===== config.mk =====
export PLATFORM = sky130hd
export DESIGN_NAME = flick_conditioner
export DESIGN_NICKNAME = d
export VERILOG_FILES = /design/src/rtl/flick_conditioner.sv
export SDC_FILE = /design/constraint.sdc
export NUM_CORES = 1
export LEC_CHECK = 0
export ABC_AREA = 0
export CORE_MARGIN = 5
export CORE_UTILIZATION = 40
export CTS_BUF_LIST = sky130_fd_sc_hd__clkbuf_16
export DETAILED_ROUTE_END_ITERATION = 10
export GPL_TIMING_DRIVEN = 1
export PLACE_DENSITY = 0.66
export SYNTH_ARGS = -nofsm -noshare
export SYNTH_HDL_FRONTEND = slang
export SYNTH_SLANG_ARGS = --single-unit

===== constraint.sdc =====
create_clock -name clock -period 4.45 [get_ports clock]
set_input_delay 0.89 -clock clock [delete_from_list [all_inputs] [get_ports clock]]
set_output_delay 0.89 -clock clock [all_outputs]
set_load 0.02 [all_outputs]

===== src/rtl/flick_conditioner.sv =====
// Push-button conditioner: synchronizes and debounces a raw button, then
// emits one fixed-width flick pulse per accepted press, followed by a lockout.
module flick_conditioner #(
  parameter int SYNC_STAGES     = 2,
  parameter int DEBOUNCE_CYCLES = 4,
  parameter int PULSE_CYCLES    = 1,
  parameter int LOCKOUT_CYCLES  = 8
) (
  input  logic       clock,
  input  logic       reset,
  input  logic       btn_raw,
  input  logic       enable,
  output logic       flick,
  output logic       btn_level,
  output logic [7:0] press_count,
  output logic       busy
);

  localparam logic [7:0] DEB_LIMIT    = 8'(DEBOUNCE_CYCLES);
  localparam logic [7:0] PULSE_LAST   = 8'(PULSE_CYCLES - 1);
  localparam logic [7:0] LOCKOUT_LAST = 8'(LOCKOUT_CYCLES - 1);

  typedef enum logic [1:0] {
    IDLE,
    PULSE,
    LOCKOUT,
    WAIT_RELEASE
  } state_t;

  logic [SYNC_STAGES-1:0] sync_reg;
  logic                   sync;
  logic [7:0]             db_cnt_reg, db_cnt_next;
  logic                   level_reg, level_next;
  logic                   level_d_reg;
  logic                   rise;
  state_t                 state_reg, state_next;
  logic [7:0]             timer_reg, timer_next;
  logic                   accept;
  logic                   flick_reg;
  logic                   busy_reg;
  logic [7:0]             count_reg;

  assign sync = sync_reg[SYNC_STAGES-1];
  assign rise = level_reg & ~level_d_reg;

  // Debounce: any cycle that agrees with the current level restarts the count.
  always_comb begin
    db_cnt_next = db_cnt_reg;
    level_next  = level_reg;
    if (sync == level_reg) begin
      db_cnt_next = 8'd0;
    end else if (db_cnt_reg + 8'd1 == DEB_LIMIT) begin
      level_next  = ~level_reg;
      db_cnt_next = 8'd0;
    end else begin
      db_cnt_next = db_cnt_reg + 8'd1;
    end
  end

  always_comb begin
    state_next = state_reg;
    timer_next = timer_reg;
    accept     = 1'b0;
    case (state_reg)
      IDLE: begin
        if (rise && enable) begin
          state_next = PULSE;
          timer_next = 8'd0;
          accept     = 1'b1;
        end
      end
      PULSE: begin
        if (timer_reg == PULSE_LAST) begin
          timer_next = 8'd0;
          if (LOCKOUT_CYCLES == 0) begin
            state_next = level_reg ? WAIT_RELEASE : IDLE;
          end else begin
            state_next = LOCKOUT;
          end
        end else begin
          timer_next = timer_reg + 8'd1;
        end
      end
      LOCKOUT: begin
        if (timer_reg == LOCKOUT_LAST) begin
          timer_next = 8'd0;
          state_next = level_reg ? WAIT_RELEASE : IDLE;
        end else begin
          timer_next = timer_reg + 8'd1;
        end
      end
      WAIT_RELEASE: begin
        if (!level_reg) begin
          state_next = IDLE;
        end
      end
      default: begin
        state_next = IDLE;
        timer_next = 8'd0;
      end
    endcase
  end

  // Outputs are registered from the next state so they align with the state.
  always_ff @(posedge clock) begin
    if (reset) begin
      sync_reg    <= '0;
      db_cnt_reg  <= 8'd0;
      level_reg   <= 1'b0;
      level_d_reg <= 1'b0;
      state_reg   <= IDLE;
      timer_reg   <= 8'd0;
      flick_reg   <= 1'b0;
      busy_reg    <= 1'b0;
      count_reg   <= 8'd0;
    end else begin
      sync_reg    <= {sync_reg[SYNC_STAGES-2:0], btn_raw};
      db_cnt_reg  <= db_cnt_next;
      level_reg   <= level_next;
      level_d_reg <= level_reg;
      state_reg   <= state_next;
      timer_reg   <= timer_next;
      flick_reg   <= (state_next == PULSE);
      busy_reg    <= (state_next != IDLE);
      if (accept) begin
        count_reg <= count_reg + 8'd1;
      end
    end
  end

  assign flick       = flick_reg;
  assign btn_level   = level_reg;
  assign press_count = count_reg;
  assign busy        = busy_reg;

endmodule


## After elaboration in Yosys (flattened, before gate mapping)

Cells that the tools add are included.
W data, S select, Z words.

| storage, ports and cells | value |
|---|---|
| logic and storage cells | 44 |
| flip-flop bits (word level) | 32 |
| output and inout bits | 11 |

| operators by class | value |
|---|---|
| bitwise gates (word level) | 4 |
| multiplexer cells | 12 |
| add/subtract/negate cells | 3 |
| eq/ne operators | 8 |
| reductions and logical operators | 8 |

Operators with widths:

| kind | number |
|---|---|
| $add A8 B1 Y8 const B | 3 |
| $mux W8 | 3 |
| $pmux W8 S3 | 1 |
| $eq A8 B3 Y1 const B | 2 |
| $mux W2 | 5 |
| $logic_not A8 Y1 | 1 |
| $pmux W2 S4 | 1 |
| $eq A2 B1 Y1 const B | 2 |
| $eq A2 B2 Y1 const B | 2 |
| $reduce_and A2 Y1 | 2 |
| $not A1 Y1 | 3 |
| $reduce_bool A3 Y1 | 1 |
| $reduce_or A3 Y1 | 1 |
| $logic_not A2 Y1 | 1 |
| $mux W1 | 2 |
| $ne A2 B2 Y1 const B | 1 |
| $reduce_bool A2 Y1 | 1 |
| $and A1 B1 Y1 | 1 |
| $eq A1 B1 Y1 | 1 |
| $logic_and A1 B1 Y1 | 1 |

## Logic depth before layout (Yosys ltp)

Gate-level depths: netlist of run 1.

| depth | value |
|---|---|
| depth after elaboration | 6 |
| mapped depth | 9 |
| depth with buffers taken out | 7 |

## Worst setup path before layout of run 1

No wires, ideal clock.

| timing path | value |
|---|---|
| kind | input-to-reg |
| start | input enable |
| end | register timer_reg[7] |
| stages on the path | 5 |
| setup time | 74 ps |
| setup slack | 2519 ps |
| required time | 4376 ps |
| path buffers | 1 |
| data arrival time | 1856 ps |
| cells stage by stage | and4b_1 buf_4 a21oi_2 or4b_1 a31oi_1 |

| between the ends | value |
|---|---|
| longest elaborated chain between the ends | 3 |

Ends and longest elaborated chain:

| item | RTL line | source |
|---|---|---|
| start: declaration | 12 | `input logic enable,` |
| $logic_and A1 B1 Y1 | 66 | `if (rise && enable) begin` |
| $ne A2 B2 Y1 (no line) | - |  |
| $reduce_and A2 Y1 (no line) | - |  |
| end signal: assignment | 122 | `timer_reg <= timer_next;` |
| end: declaration | 37 | `logic [7:0] timer_reg, timer_next;` |

No other way between the ends.
A chain may end at the register's enable or synchronous reset.

## Worst setup path in the final report of run 1

Same ends and word-level chain as after synthesis.

==> metrics.csv, run 1 <==
stage,metric,value,unit
clock_tree,htreeDepth,2,
floorplan,io_pins,15,
synthesis,synth_top_area_frac,0.3929,
routing,drc,0,
timing,relSlewSlack,0.3988,
cells_and_area,layout_common_cells,"32 x dfxtp_1, 18 x nor2_1, 15 x nand2_1",
timing,drv_slew,0,
power_and_ir_drop,total_power,631.0,µW
routing,via_per_inst,5.185,
synthesis,synth_cell_types,47,
cells_and_area,n_fill_cell,386,
power_and_ir_drop,combPwrFrac,0.041,
power_and_ir_drop,power.density,326.0,nW/µm²
synthesis,ys_ff_latch,32,
worst_setup_path,crit_type,primary input to register,
min_path,hp-class,register to register,
placement,hpwl,2138,µm
timing,fin_crit_sh,0.5470,
floorplan,design.die.area,5452,µm²
grt,grt_pass1_vias,1254,
timing,fin_setup_tns,0,ps
cells_and_area,final_common_cell,dfxtp_1,
floorplan,core,3971,µm²
worst_setup_path,arrival,2610,ps
cells_and_area,area_growth,18.73,%
run,drv_cap,0,
worst_setup_path,startpoint_type,primary input,
power_and_ir_drop,power_switching,130.0,µW
timing,setup_slack,2016,ps
cells_and_area,antenna_cells,0,
power_and_ir_drop,p_clk_frac,0.496,
routing,drtIter0Drc,48,
clock_tree,cts_resized,0,
synthesis,synth_area,1630,µm²
synthesis,syn_avg_cell_area,8.860,µm²
routing,drt-total-wl,3033,µm
floorplan,num_rows,23,
power_and_ir_drop,pwr-share-seq,0.463,
worst_setup_path,required,4630,ps
placement,place_ws,1744,ps
timing,fin_crit,2434,ps
clock_tree,cts_num_sinks,32,
synthesis,synth_edf_count,0,
floorplan,initial_core_util,0.4105,
worst_setup_path,path_max_fanout,16,
synthesis,synth-main-ff-cell,dfxtp_1,
clock_tree,cts_root_buf,clkbuf_16,
power_and_ir_drop,p_sw_frac,0.2061,
timing,max_freq,410.9,MHz
synthesis,synthArstFlopShare,0,
grt,grt_pass1_wl,5526,µm
cells_and_area,drive_gt1_frac,0.06030,
timing,hold_violations,0,
routing,vias,1291,
timing,grt_setup_unrepaired,no,
floorplan,fp.dieW,73.84,µm
routing,drtAntennaViolNets,0,
floorplan,die_h,73.84,µm
clock_tree,cts_hold_buf,0,
synthesis,synth_nets,198,
placement,place.gp.congestion,0.7616,
timing,skew,2.952,ps
clock_tree,cts_buffers,5,
power_and_ir_drop,power.leakage,0.0007163,µW
grt,grtUsageTotal,0.1318,
outcome,outcome,"complete, no violations",
clock_tree,clkLatencyLatePin,270,ps
grt,antenna_found_initial,0,
clock_tree,cts_tree,done,
clock_tree,max-clock-path-buffers,2,
routing,routedWlPerCell,12.18,µm
synthesis,ys_warn_count,0,
worst_setup_path,endpoint_kind,register,
timing,setup_viol,0,
routing,first_pass_iters,4,
grt,overflow,0,
clock_tree,post-cts-setup-buffers,0,
grt,grt_max_degree,27,
power_and_ir_drop,irDropWorstVdd,0.1942,mV
synthesis,synth_top_area_cell,dfxtp_1,
power_and_ir_drop,p_int,500.9,µW
synthesis,syn_inst,184,
placement,io_buffers,14,
timing,tightestPinTransition,898.9,ps
clock_tree,cts.reportedPaths.clkPinSlew,50,ps
synthesis,ys_seq_area_frac,0.3929,
cells_and_area,finish.net_count,213,
synthesis,synth_area_leaders,"dfxtp_1 39%, ha_1 7.7%, xor2_1 4.3%, nor2_1 4.1%, nand2_1 3.5%",
[area by class of cell]
cell class | count | area, µm² | share of cell area
Multi-Input combinational cell | 139 | 932.1 | 0.4816
Inverter | 7 | 26.28 | 0.01357
Sequential cell | 32 | 640.6 | 0.3310
Clock buffer | 5 | 125.1 | 0.06464
Tap cell | 50 | 62.56 | 0.03232
Timing Repair Buffer | 14 | 140.1 | 0.07240
Clock inverter | 2 | 8.758 | 0.004525
[layer usage]
| metal | vias up | part of all wire | track usage |
|---|---|---|---|
| met1 | 588 | 0.48 | 0.1621 |
| met5 | - | 0 | 0 |
| li1 | 679 | - | - |
| met4 | 0 | 0.017 | 0.07243 |
| met2 | 20 | 0.46 | 0.2057 |
| met3 | 4 | 0.041 | 0.03694 |
[critical path, cell delays in order]
cell             delay, ps
clkdlybuf4s50_1        490
and4b_1                370
a21oi_2                190
or4b_1                 540
a31oi_1                140
[Yosys cell counts (3+ instances only)]
| cell type | number |
|---|---|
| nand2_1 | 15 |
| xnor2_1 | 4 |
| nand4_1 | 5 |
| nor3b_1 | 4 |
| xor2_1 | 8 |
| o21ai_0 | 4 |
| clkbuf_1 | 3 |
| o21ai_1 | 4 |
| a21oi_1 | 10 |
| nor2b_1 | 6 |
| ha_1 | 10 |
| dfxtp_1 | 32 |
| and3_1 | 5 |
| nor2_1 | 18 |
| inv_1 | 7 |
| nand2b_1 | 3 |
| nand3_1 | 6 |
[power groups by stage]
stage / registers [µW] / logic, µW / clock network (µW)
final: 292 / 25.9 / 313
after global routing: 292 / 29.8 / 337
after CTS: 292 / 26.2 / 323
after detailed placement: 298 / 26.1 / 0
after global placement: 298 / 26.0 / 0
after floorplan: 299 / 16.6 / 0
[final timing paths]
check	endpoint	start	cells past startpoint	slack (ps)
hold / removal	sync_reg[1]	sync_reg[0]	1	440
hold reg to reg	sync_reg[1]	sync_reg[0]	1	440
setup reg to reg	timer_reg[2]	state_reg[0]	7	2340
setup / recovery	timer_reg[7]	enable	5	2020
[cells by family after synthesis]
family,Yosys count,share of synthesized area
AND/OR/NAND/NOR,82,0.2817
AO/OA/AOI/OAI,33,0.1358
flip-flops,32,0.3929
buffers and inverters,13,0.03530
XOR/XNOR,12,0.06447
adder cells (fa/ha/maj),10,0.07675
multiplexers,2,0.01305
[through the flow]
stage	hold slack (ps)	util	cells	cell area, µm²
floorplan	413.8	-	184	1630
finish	443.2	0.4874	249	1936
CTS	445.5	0.4874	249	1936
detailed placement	433.9	0.4537	242	1802
global route	475.4	0.4874	249	1936
global placement	425.7	0.4537	242	1802
Power figures use the tool's default switching activity.
==> inputs of run 2 (changes only) <==
==> constraint.sdc (replaced) <==
create_clock -name clock -period 2.4 [get_ports clock]
set_input_delay 0.48 -clock clock [delete_from_list [all_inputs] [get_ports clock]]
set_output_delay 0.48 -clock clock [all_outputs]
set_load 0.02 [all_outputs]
==> metrics.csv, run 2 (synthesis results as in run 1) <==
stage,metric,value,unit,change
power_and_ir_drop,p_sw_frac,0.1911,,-0.01503
timing,hold_slack,433.8,ps,-9.464 ps
power_and_ir_drop,combPwrFrac,0.039,,-0.002
floorplan,core,3971,µm²,unchanged
routing,drtAntennaViolNets,0,,unchanged
min_path,worstHoldPathCells,1,,unchanged
worst_setup_path,rrSetupSlack,540,ps,-1800 ps
placement,place.gp.congestion,0.7316,,-3.9%
cells_and_area,finish.net_count,217,,+1.9%
clock_tree,clkLatencyLatePin,270,ps,about the same
worst_setup_path,reg2regPathDepth,7,,unchanged
routing,vias,1264,,-2.1%
placement,hpwl,2070,µm,-3.2%
timing,fin_setup_tns,0,ps,unchanged
worst_setup_path,path_buf_inv,1,,unchanged
worst_setup_path,crit_family,buffers and inverters,,
worst_setup_path,arrival,1480,ps,-1130 ps
clock_tree,post-cts-setup-buffers,0,,unchanged
floorplan,design.die.area,5452,µm²,unchanged
clock_tree,cts_buffers,5,,unchanged
min_path,min_delay_worst_endpoint,sync_reg[1],,
timing,fin_crit,1956,ps,
grt,grtUsageTotal,0.1219,,-0.009854
timing,setup_viol,0,,unchanged
timing,skew,3.965,ps,+1.013 ps
timing,fin_crit_sh,0.8148,,
clock_tree,cts_hold_buf,0,,unchanged
clock_tree,cts_num_sinks,32,,unchanged
grt,grt_pass1_vias,1186,,-5.4%
worst_setup_path,path_max_fanout,10,,-6
floorplan,fp.dieW,73.84,µm,unchanged
worst_setup_path,r2r-start,timer_reg[0],,
routing,drc,0,,unchanged
clock_tree,cts_resized,0,,unchanged
power_and_ir_drop,irDropWorstVdd,0.2709,mV,+40%
cells_and_area,instances_no_fill,254,,+2.0%
worst_setup_path,path_cells,clkdlybuf4s50_1,,
clock_tree,htreeDepth,2,,unchanged
outcome,outcome,"complete, no violations",,
power_and_ir_drop,power_switching,246.0,µW,+89%
timing,tightestPinTransition,497.1,ps,-401.9 ps
min_path,hp-class,register to register,,
worst_setup_path,crit_type,register to output port,,
timing,drv_slew,0,,unchanged
power_and_ir_drop,pwr-share-seq,0.421,,-0.042
worst_setup_path,endpoint_kind,output port,,
cells_and_area,layout_common_cells,"32 x dfxtp_1, 18 x nor2_1, 15 x nand2_1",,
floorplan,die_h,73.84,µm,unchanged
power_and_ir_drop,power.leakage,0.0007490,µW,+4.6%
grt,grt_pass1_wl,5106,µm,-7.6%
floorplan,initial_core_util,0.4105,,unchanged
timing,grt_setup_unrepaired,no,,
clock_tree,max-clock-path-buffers,2,,unchanged
grt,grt_max_degree,26,,-3.7%
worst_setup_path,required,1920,ps,-2710 ps
timing,max_freq,511.4,MHz,
worst_setup_path,crit_slowest_cell,clkdlybuf4s50_1,,
power_and_ir_drop,power.density,645.1,nW/µm²,+98%
min_path,min_from,sync_reg[0],,
cells_and_area,n_fill_cell,387,,+0.26%
routing,drt-total-wl,2967,µm,-2.2%
grt,overflow,0,,unchanged
worst_setup_path,startpoint_type,register,,
cells_and_area,drive_gt1_frac,0.08333,,+0.02303
routing,drtIter0Drc,48,,unchanged
clock_tree,cts_tree,done,,
placement,place_inst,246,,+1.7%
power_and_ir_drop,p_clk_frac,0.541,,+0.045
floorplan,num_rows,23,,unchanged
routing,routedWlPerCell,11.68,µm,-4.1%
floorplan,io_pins,15,,unchanged
timing,relSlewSlack,0.6640,,+0.2651
cells_and_area,antenna_cells,0,,unchanged
clock_tree,cts.reportedPaths.clkPinSlew,50,ps,about the same
routing,first_pass_iters,4,,unchanged
placement,io_buffers,14,,unchanged
worst_setup_path,slowest_delay,680,ps,+140 ps
cells_and_area,area_growth,22.41,%,
grt,antenna_found_initial,0,,unchanged
clock_tree,cts_root_buf,clkbuf_16,,
run,drv_cap,0,,unchanged
cells_and_area,final_common_cell,dfxtp_1,,
routing,via_per_inst,4.976,,-4.0%
worst_setup_path,r2r_end,timer_reg[7],,
timing,hold_violations,0,,unchanged
power_and_ir_drop,p_int,1041,µW,+110%
-- run 2: cell type report --
| class | count | area, µm² | area share |
|---|---|---|---|
| clock buffer | 5 | 125.1 | 0.06270 |
| clock inverter | 3 | 38.79 | 0.01944 |
| inverter | 7 | 26.28 | 0.01317 |
| multi-input combinational | 139 | 932.1 | 0.4671 |
| sequential | 32 | 640.6 | 0.3210 |
| tap | 50 | 62.56 | 0.03135 |
| timing repair buffer | 18 | 170.2 | 0.08527 |
-- run 2: layer usage --
metal | wire (µm) | track usage | vias up
met2 | 1214 | 0.1821 | 23
li1 | - | - | 684
met3 | 157 | 0.03830 | 7
met5 | 0 | 0 | -
met4 | 74 | 0.06640 | 0
met1 | 1520 | 0.1547 | 550
-- run 2: worst max path at each step --
stage | end | from | slack [ps] | depth (start not counted)
final | btn_level | btn_level | 440 | 1
after global routing | timer_reg[7] | timer_reg[0] | 350 | 7
after CTS | btn_level | btn_level | 430 | 1
after detailed placement | press_count[7] | enable | 420 | 7
after global placement | press_count[7] | enable | 420 | 7
after floorplan | timer_reg[1] | state_reg[0] | 670 | 8
-- run 2: metrics by stage --
stage / area (µm²) / util / setup slack [ps] / power, µW
after floorplan: 1630 / - / 672.3 / 584.7
after global placement: 1832 / 0.4612 / 416.2 / 602.2
after detailed placement: 1832 / 0.4612 / 416.3 / 602.3
after CTS: 1996 / 0.5025 / 434.2 / 1308
after global routing: 1996 / 0.5025 / 354.1 / 1334
final: 1996 / 0.5025 / 444.5 / 1287
-- run 2: power by group through the flow --
stage          sequential (µW)  combinational (µW)  clock [µW]
2_1_floorplan              554                30.8           0
3_3_place_gp               552                50.0           0
3_5_place_dp               552                50.0           0
4_1_cts                    541                50.4         717
5_1_grt                    542                56.7         735
6_report                   542                49.7         696
